<file path="config.mk">
export PLATFORM = sky130hd
export DESIGN_NAME = scenario_delay_feeder_flat
export DESIGN_NICKNAME = d
export VERILOG_FILES = /design/src/rtl/scenario_delay_feeder_pkg.sv /design/src/rtl/scenario_delay_feeder_if.sv /design/src/rtl/scenario_delay_feeder_dbuf.sv /design/src/rtl/scenario_delay_feeder.sv /design/src/flat_wrapper.sv
export SDC_FILE = /design/constraint.sdc
export NUM_CORES = 1
export LEC_CHECK = 0
export ABC_AREA = 1
export CAP_MARGIN = 25
export CORE_AREA = 4 4 163 165
export CTS_CLUSTER_DIAMETER = 80
export DETAILED_ROUTE_END_ITERATION = 16
export DIE_AREA = 0 0 167 169
export PLACE_DENSITY_LB_ADDON = 0.25
export SLEW_MARGIN = 20
export SYNTH_ARGS = -nofsm -noshare
export SYNTH_HDL_FRONTEND = slang
export SYNTH_SLANG_ARGS = --single-unit
</file>
<file path="constraint.sdc">
create_clock -name CLK -period 2.7 [get_ports CLK]
set_input_delay 0.54 -clock CLK [delete_from_list [all_inputs] [get_ports CLK]]
set_output_delay 0.54 -clock CLK [all_outputs]
set_load 0.005 [all_outputs]
</file>
<file path="src/rtl/scenario_delay_feeder_pkg.sv">
// Shared types, default sizes and helpers for the scenario delay feeder.
package scenario_delay_feeder_pkg;

    localparam int N_OBJ_DEF     = 4;
    localparam int DELAY_LEN_DEF = 14;
    localparam int OBJ_ID_W_DEF  = 2;
    localparam int GAP_W_DEF     = 8;

    typedef enum logic [2:0] {
        S_IDLE,
        S_ISSUE,
        S_SPACE,
        S_GAP,
        S_UPDATE
    } state_t;

    function automatic int clamp_n(input int n, input int lim);
        return (n > lim) ? lim : n;
    endfunction

endpackage

</file>
<file path="src/rtl/scenario_delay_feeder_if.sv">
// Issue bus from the feeder to the local controller / scenario NoC.
interface scenario_delay_feeder_if #(
    parameter int DW = 14,
    parameter int IW = 2
);
    logic          input_valid;
    logic          glob_scen_noc_input_valid;
    logic [DW-1:0] delay_matrix_element;
    logic [IW-1:0] obj_id_element;
    logic          boot_up_table_update;

    modport master (
        output input_valid,
        output glob_scen_noc_input_valid,
        output delay_matrix_element,
        output obj_id_element,
        output boot_up_table_update
    );

    modport slave (
        input input_valid,
        input glob_scen_noc_input_valid,
        input delay_matrix_element,
        input obj_id_element,
        input boot_up_table_update
    );
endinterface

</file>
<file path="src/rtl/scenario_delay_feeder_dbuf.sv">
// Shadow/active delay table pair; a write on the snapshot edge is captured.
module delay_table_dbuf #(
    parameter int N  = 4,
    parameter int DW = 14,
    parameter int IW = 2
) (
    input  logic          CLK,
    input  logic          reset,
    input  logic          wr_en,
    input  logic [IW-1:0] wr_addr,
    input  logic [DW-1:0] wr_data,
    input  logic          snap,
    input  logic [IW-1:0] rd_idx,
    output logic [DW-1:0] rd_data
);

    logic [DW-1:0] shadow     [N];
    logic [DW-1:0] shadow_nxt [N];
    logic [DW-1:0] active     [N];

    always_comb begin
        for (int i = 0; i < N; i++) begin
            shadow_nxt[i] = (wr_en && wr_addr == IW'(i)) ? wr_data : shadow[i];
        end
    end

    always_ff @(posedge CLK or negedge reset) begin
        if (!reset) begin
            for (int i = 0; i < N; i++) begin
                shadow[i] <= '0;
                active[i] <= '0;
            end
        end else begin
            for (int i = 0; i < N; i++) begin
                shadow[i] <= shadow_nxt[i];
                if (snap) active[i] <= shadow_nxt[i];
            end
        end
    end

    // The first entry is fetched on the snapshot edge itself.
    assign rd_data = snap ? shadow_nxt[rd_idx] : active[rd_idx];

endmodule

</file>
<file path="src/rtl/scenario_delay_feeder.sv">
// Issues a snapshot of the delay table as boot or scenario-update strobes.
module scenario_delay_feeder
    import scenario_delay_feeder_pkg::*;
#(
    parameter int N_obj        = N_OBJ_DEF,
    parameter int delay_length = DELAY_LEN_DEF,
    parameter int obj_id_width = OBJ_ID_W_DEF,
    parameter int gap_width    = GAP_W_DEF
) (
    input  logic                    CLK,
    input  logic                    reset,
    input  logic                    cfg_we,
    input  logic [obj_id_width-1:0] cfg_addr,
    input  logic [delay_length-1:0] cfg_delay,
    input  logic [obj_id_width:0]   n_active,
    input  logic [gap_width-1:0]    gap_len,
    input  logic                    boot_req,
    input  logic                    scen_tick,
    scenario_delay_feeder_if.master feed,
    output logic                    busy,
    output logic                    err_overrun
);

    localparam int CW = obj_id_width + 1;

    state_t                  state, state_nxt;
    logic                    mode_boot;
    logic [CW-1:0]           rem;
    logic [CW-1:0]           n_clamp;
    logic [CW-1:0]           rd_cnt;
    logic [gap_width-1:0]    gap_cnt;
    logic [delay_length-1:0] elem_d;
    logic [obj_id_width-1:0] elem_id;
    logic [obj_id_width-1:0] rd_idx;
    logic [delay_length-1:0] rd_data;
    logic                    any_req;
    logic                    accept;
    logic                    load_elem;

    assign n_clamp = CW'(clamp_n(int'(n_active), N_obj));
    assign any_req = boot_req | scen_tick;
    assign accept  = (state == S_IDLE) && any_req;
    assign rd_cnt  = (state == S_IDLE) ? n_clamp : rem;
    assign rd_idx  = obj_id_width'(rd_cnt - CW'(1));

    delay_table_dbuf #(
        .N  (N_obj),
        .DW (delay_length),
        .IW (obj_id_width)
    ) u_tbl (
        .CLK     (CLK),
        .reset   (reset),
        .wr_en   (cfg_we),
        .wr_addr (cfg_addr),
        .wr_data (cfg_delay),
        .snap    (accept),
        .rd_idx  (rd_idx),
        .rd_data (rd_data)
    );

    always_ff @(posedge CLK or negedge reset) begin
        if (!reset) state <= S_IDLE;
        else        state <= state_nxt;
    end

    always_comb begin
        state_nxt = state;
        load_elem = 1'b0;
        unique case (state)
            S_IDLE: begin
                if (any_req) begin
                    if (n_clamp != '0) begin
                        state_nxt = S_ISSUE;
                        load_elem = 1'b1;
                    end else begin
                        state_nxt = S_SPACE;
                    end
                end
            end
            S_ISSUE: state_nxt = S_SPACE;
            S_SPACE: begin
                if (rem != '0) begin
                    state_nxt = S_ISSUE;
                    load_elem = 1'b1;
                end else if (mode_boot) begin
                    state_nxt = S_IDLE;
                end else if (gap_cnt == '0) begin
                    state_nxt = S_UPDATE;
                end else begin
                    state_nxt = S_GAP;
                end
            end
            S_GAP: begin
                if (gap_cnt <= gap_width'(1)) state_nxt = S_UPDATE;
            end
            S_UPDATE: state_nxt = S_IDLE;
            default:  state_nxt = S_IDLE;
        endcase
    end

    always_ff @(posedge CLK or negedge reset) begin
        if (!reset) begin
            mode_boot   <= 1'b0;
            rem         <= '0;
            gap_cnt     <= '0;
            elem_d      <= '0;
            elem_id     <= '0;
            err_overrun <= 1'b0;
        end else begin
            if (accept) begin
                mode_boot <= boot_req;
                gap_cnt   <= gap_len;
                rem       <= n_clamp;
            end
            if (state == S_GAP) gap_cnt <= gap_cnt - gap_width'(1);
            if (load_elem) begin
                elem_d  <= rd_data;
                elem_id <= rd_idx;
                rem     <= rd_cnt - CW'(1);
            end
            // Dropped requests: busy, or scen_tick losing to boot_req.
            if (any_req && (!accept || (boot_req && scen_tick)))
                err_overrun <= 1'b1;
        end
    end

    assign feed.input_valid               = (state == S_ISSUE) && mode_boot;
    assign feed.glob_scen_noc_input_valid = (state == S_ISSUE) && !mode_boot;
    assign feed.boot_up_table_update      = (state == S_UPDATE);
    assign feed.delay_matrix_element      = elem_d;
    assign feed.obj_id_element            = elem_id;
    assign busy                           = (state != S_IDLE);

endmodule

</file>
<file path="src/flat_wrapper.sv">
// flat-port wrapper written by rule: the top's interface ports become plain ports
module scenario_delay_feeder_flat import scenario_delay_feeder_pkg::*;
#(
    parameter int N_obj        = N_OBJ_DEF,
    parameter int delay_length = DELAY_LEN_DEF,
    parameter int obj_id_width = OBJ_ID_W_DEF,
    parameter int gap_width    = GAP_W_DEF
)
  (CLK, reset, cfg_we, cfg_addr, cfg_delay, n_active, gap_len, boot_req, scen_tick, busy, err_overrun, feed_input_valid, feed_glob_scen_noc_input_valid, feed_delay_matrix_element, feed_obj_id_element, feed_boot_up_table_update);
  scenario_delay_feeder_if #(.DW((14)), .IW((2))) feed_i ();
  input  logic CLK;
  input  logic reset;
  input  logic cfg_we;
  input  logic [obj_id_width-1:0] cfg_addr;
  input  logic [delay_length-1:0] cfg_delay;
  input  logic [obj_id_width:0] n_active;
  input  logic [gap_width-1:0] gap_len;
  input  logic boot_req;
  input  logic scen_tick;
  output logic busy;
  output logic err_overrun;
  output wire logic [$bits(feed_i.input_valid)-1:0] feed_input_valid;
  output wire logic [$bits(feed_i.glob_scen_noc_input_valid)-1:0] feed_glob_scen_noc_input_valid;
  output wire logic [$bits(feed_i.delay_matrix_element)-1:0] feed_delay_matrix_element;
  output wire logic [$bits(feed_i.obj_id_element)-1:0] feed_obj_id_element;
  output wire logic [$bits(feed_i.boot_up_table_update)-1:0] feed_boot_up_table_update;
  assign feed_input_valid = feed_i.input_valid;
  assign feed_glob_scen_noc_input_valid = feed_i.glob_scen_noc_input_valid;
  assign feed_delay_matrix_element = feed_i.delay_matrix_element;
  assign feed_obj_id_element = feed_i.obj_id_element;
  assign feed_boot_up_table_update = feed_i.boot_up_table_update;
  scenario_delay_feeder #(.N_obj(N_obj), .delay_length(delay_length), .obj_id_width(obj_id_width), .gap_width(gap_width)) u_core (.CLK(CLK), .reset(reset), .cfg_we(cfg_we), .cfg_addr(cfg_addr), .cfg_delay(cfg_delay), .n_active(n_active), .gap_len(gap_len), .boot_req(boot_req), .scen_tick(scen_tick), .feed(feed_i), .busy(busy), .err_overrun(err_overrun));
endmodule
</file>
==> metrics.csv <==
metric;value;unit
status;complete, no violations;
Core ar.;25000;um^2
largest net degree at the start of global routing;92;
row cnt;58;
Post-CTS Setup Bufs;0;
area leader, netlist;dfrtp_1;
Lkg Pwr;4.73;nW
register area share after synthesis;48.2;%
half-perimeter wire length after placement;13.9;mm
CTS root buffer;clkbuf_16;
final slew viol count;0;
final RePlAce weighted congestion;0.830;
Post-synth top flop;dfrtp_1;
Final nets;1095;
EDFF count, synth;0;
initial DRC count;576;
worst vdd ir;667;uV
post-detailed-placement cell area;8440;um^2
Seq cells post-synth;144;
crit-path leading delay family;buffers and inverters;
endpoints failing hold;0;
Vias;6480;
crit-path cells;nor3_1 -> inv_1 -> nor2_1 -> clkdlybuf4s50_1;
Die Height;169;um
antenna violations before repair;0;
non-filler cells, final;1403;
htree depth;4;
CTS tree;yes;
post-synth top area share;48.2;%
critical path's slowest cell;clkdlybuf4s50_1;
layout cells sized above 1;7.46;%
worst hold path class;in -> async;
Setup violations, final;0;
PostCTS Resize Cnt;0;
clock tree sinks;144;
number of global-route vias before repair;6462;
commonest non-fill, non-tap cell in the layout;nand2_1;
Layout area overhead;21.0;%
async set-or-reset flop fraction in the synthesized netlist;100;%
Max-Cap Viols;0;
Worst Path Required;2160;ps
Routed Antenna Nets;0;
Initial Util;29.8;%
Yosys cell types;32;
first-pass GRT wire length;35.7;mm
commonest non-fill, non-tap cells in the layout;nand2_1, inv_1, nand3_1;
filler cell count;2649;
clk slew on worst S/H paths;60;ps
Syn Area/Cell;7.37;um^2
Synth Net Count;1048;
synth warn;0;
drt wl/cell;15.2;um
final wirelength;21.3;mm
Die X-Extent;167;um
Slew @ Worst Pin;639;ps
critical path class;reg -> out;
Placed Cells;1371;
IO Port Bufs;52;
DRT Pass-1 Iters;5;
most area-consuming cells after synthesis;dfrtp_1, nand2_1, nand3_1;
I/O pins;53;
Vias per Instance;4.62;
final worst slack;333;ps
CP Capture Type;primary output;
final worst path period share;87.7;%
GR Util All Layers;15.8;%
Setup TNS;0;ps
post-synthesis cell count;1013;
Peak Freq;423;MHz
Worst path max stage delay;510;ps
Critical Path AT;1830;ps
Max-slew headroom;57.4;%
Period minus WS final;2370;ps
PwrDens;1250;nW/um^2
Setup Skew;11.3;ps
Num CTS Buffers;17;
Clk Latency, worst-skew pair;420;ps
CP Buf/Inv Count;2;
post-synthesis cell area;7470;um^2
design area;9040;um^2
grt total ovfl;0;
Antenna diodes;0;
clk buf depth;2;
die area;28200;um^2
RSZ-0062 raised after global routing;no;
post-place setup slack;258;ps
crit-path max FO;5;
critical path launch point type;flop;
DRC violations left;0;
Hold Buf Count CTS;0;
[worst reg2reg max path: stages, from the launching register on]
cell	delay (ps)
dfrtp_1	430
nor2_4	170
nand2_4	110
inv_1	150
nor2_1	60
a31oi_1	170
ha_1	270
inv_1	100
buf_12	200
nand3_1	160
nand3_1	100
nand3_1	80
nand2_1	60
[kinds of logic after synthesis]
kind of cell / share of synthesized area (%)
DFF: 48.2
xor gates and xnor gates: 0.235
AOI/OAI and AO/OA: 7.29
and+or+nand+nor: 29.5
adders and majority gates: 0.503
buffers and inverters: 14.3
[power by group]
part	internal (W)	switching (W)	leakage [nW]
sequential	0.00300	0.000459	1.65
combinational	0.00203	0.00343	2.80
clock	0.00145	0.000944	0.274
[layout make-up]
cell class	count	area [um^2]	share of cell area [%]
timing repair buffer	85	845	9.34
clock buffer	18	429	4.75
inverter	208	782	8.65
multi-input combinational	604	2800	31.0
clock inverter	14	168	1.85
sequential	144	3600	39.9
tap	330	413	4.57
[sequential cells by signal, summed over array words and instances, names as in the netlist]
register                          count
u_core.err_overrun                    1
u_core.feed.delay_matrix_element     14
u_core.feed.obj_id_element            2
u_core.gap_cnt                        8
u_core.mode_boot                      1
u_core.rem                            3
u_core.state                          3
u_core.u_tbl.active                  56
u_core.u_tbl.shadow                  56
[synthesized netlist by cell type (all sizes together) (4+ instances only)]
| master | number |
|---|---|
| o22ai | 4 |
| nor3 | 6 |
| inv | 207 |
| clkbuf | 18 |
| o21ai | 83 |
| nor2 | 15 |
| nand3 | 180 |
| buf | 39 |
| nand2 | 280 |
| nand4 | 16 |
| dfrtp | 144 |
| a31oi | 4 |
[worst paths after layout]
check | end | startpoint | cells after the start | slack (ps)
setup reg to reg | u_core.feed.delay_matrix_element[12] | u_core.state[0] | 12 | 590
min in group CLK | u_core.feed.obj_id_element[0] | u_core.feed.obj_id_element[0] | 2 | 480
setup / recovery | feed_input_valid | u_core.state[1] | 4 | 330
hold reg to reg | u_core.feed.obj_id_element[0] | u_core.feed.obj_id_element[0] | 2 | 480
max in group asynchronous | u_core.u_tbl.shadow[49] | reset | 2 | 1880
hold / removal | u_core.u_tbl.shadow[25] | reset | 1 | 100
[metrics by stage]
step	util [%]	power, W	hold slack, ps
detailed placement	33.7	0.00897	472
CTS	36.1	0.0114	123
floorplan	-	0.00723	244
finish	36.1	0.0113	103
global placement	33.7	0.00891	466
global route	36.1	0.0124	135
[layer usage]
metal	vias to the layer above	track usage [%]	wire length [um]
li1	3239	-	-
met1	3075	21.0	9820
met2	155	26.6	10300
met3	11	3.57	1040
met4	0	3.20	153
met5	-	0	0
No activity file was read; power rests on OpenSTA's default activity.
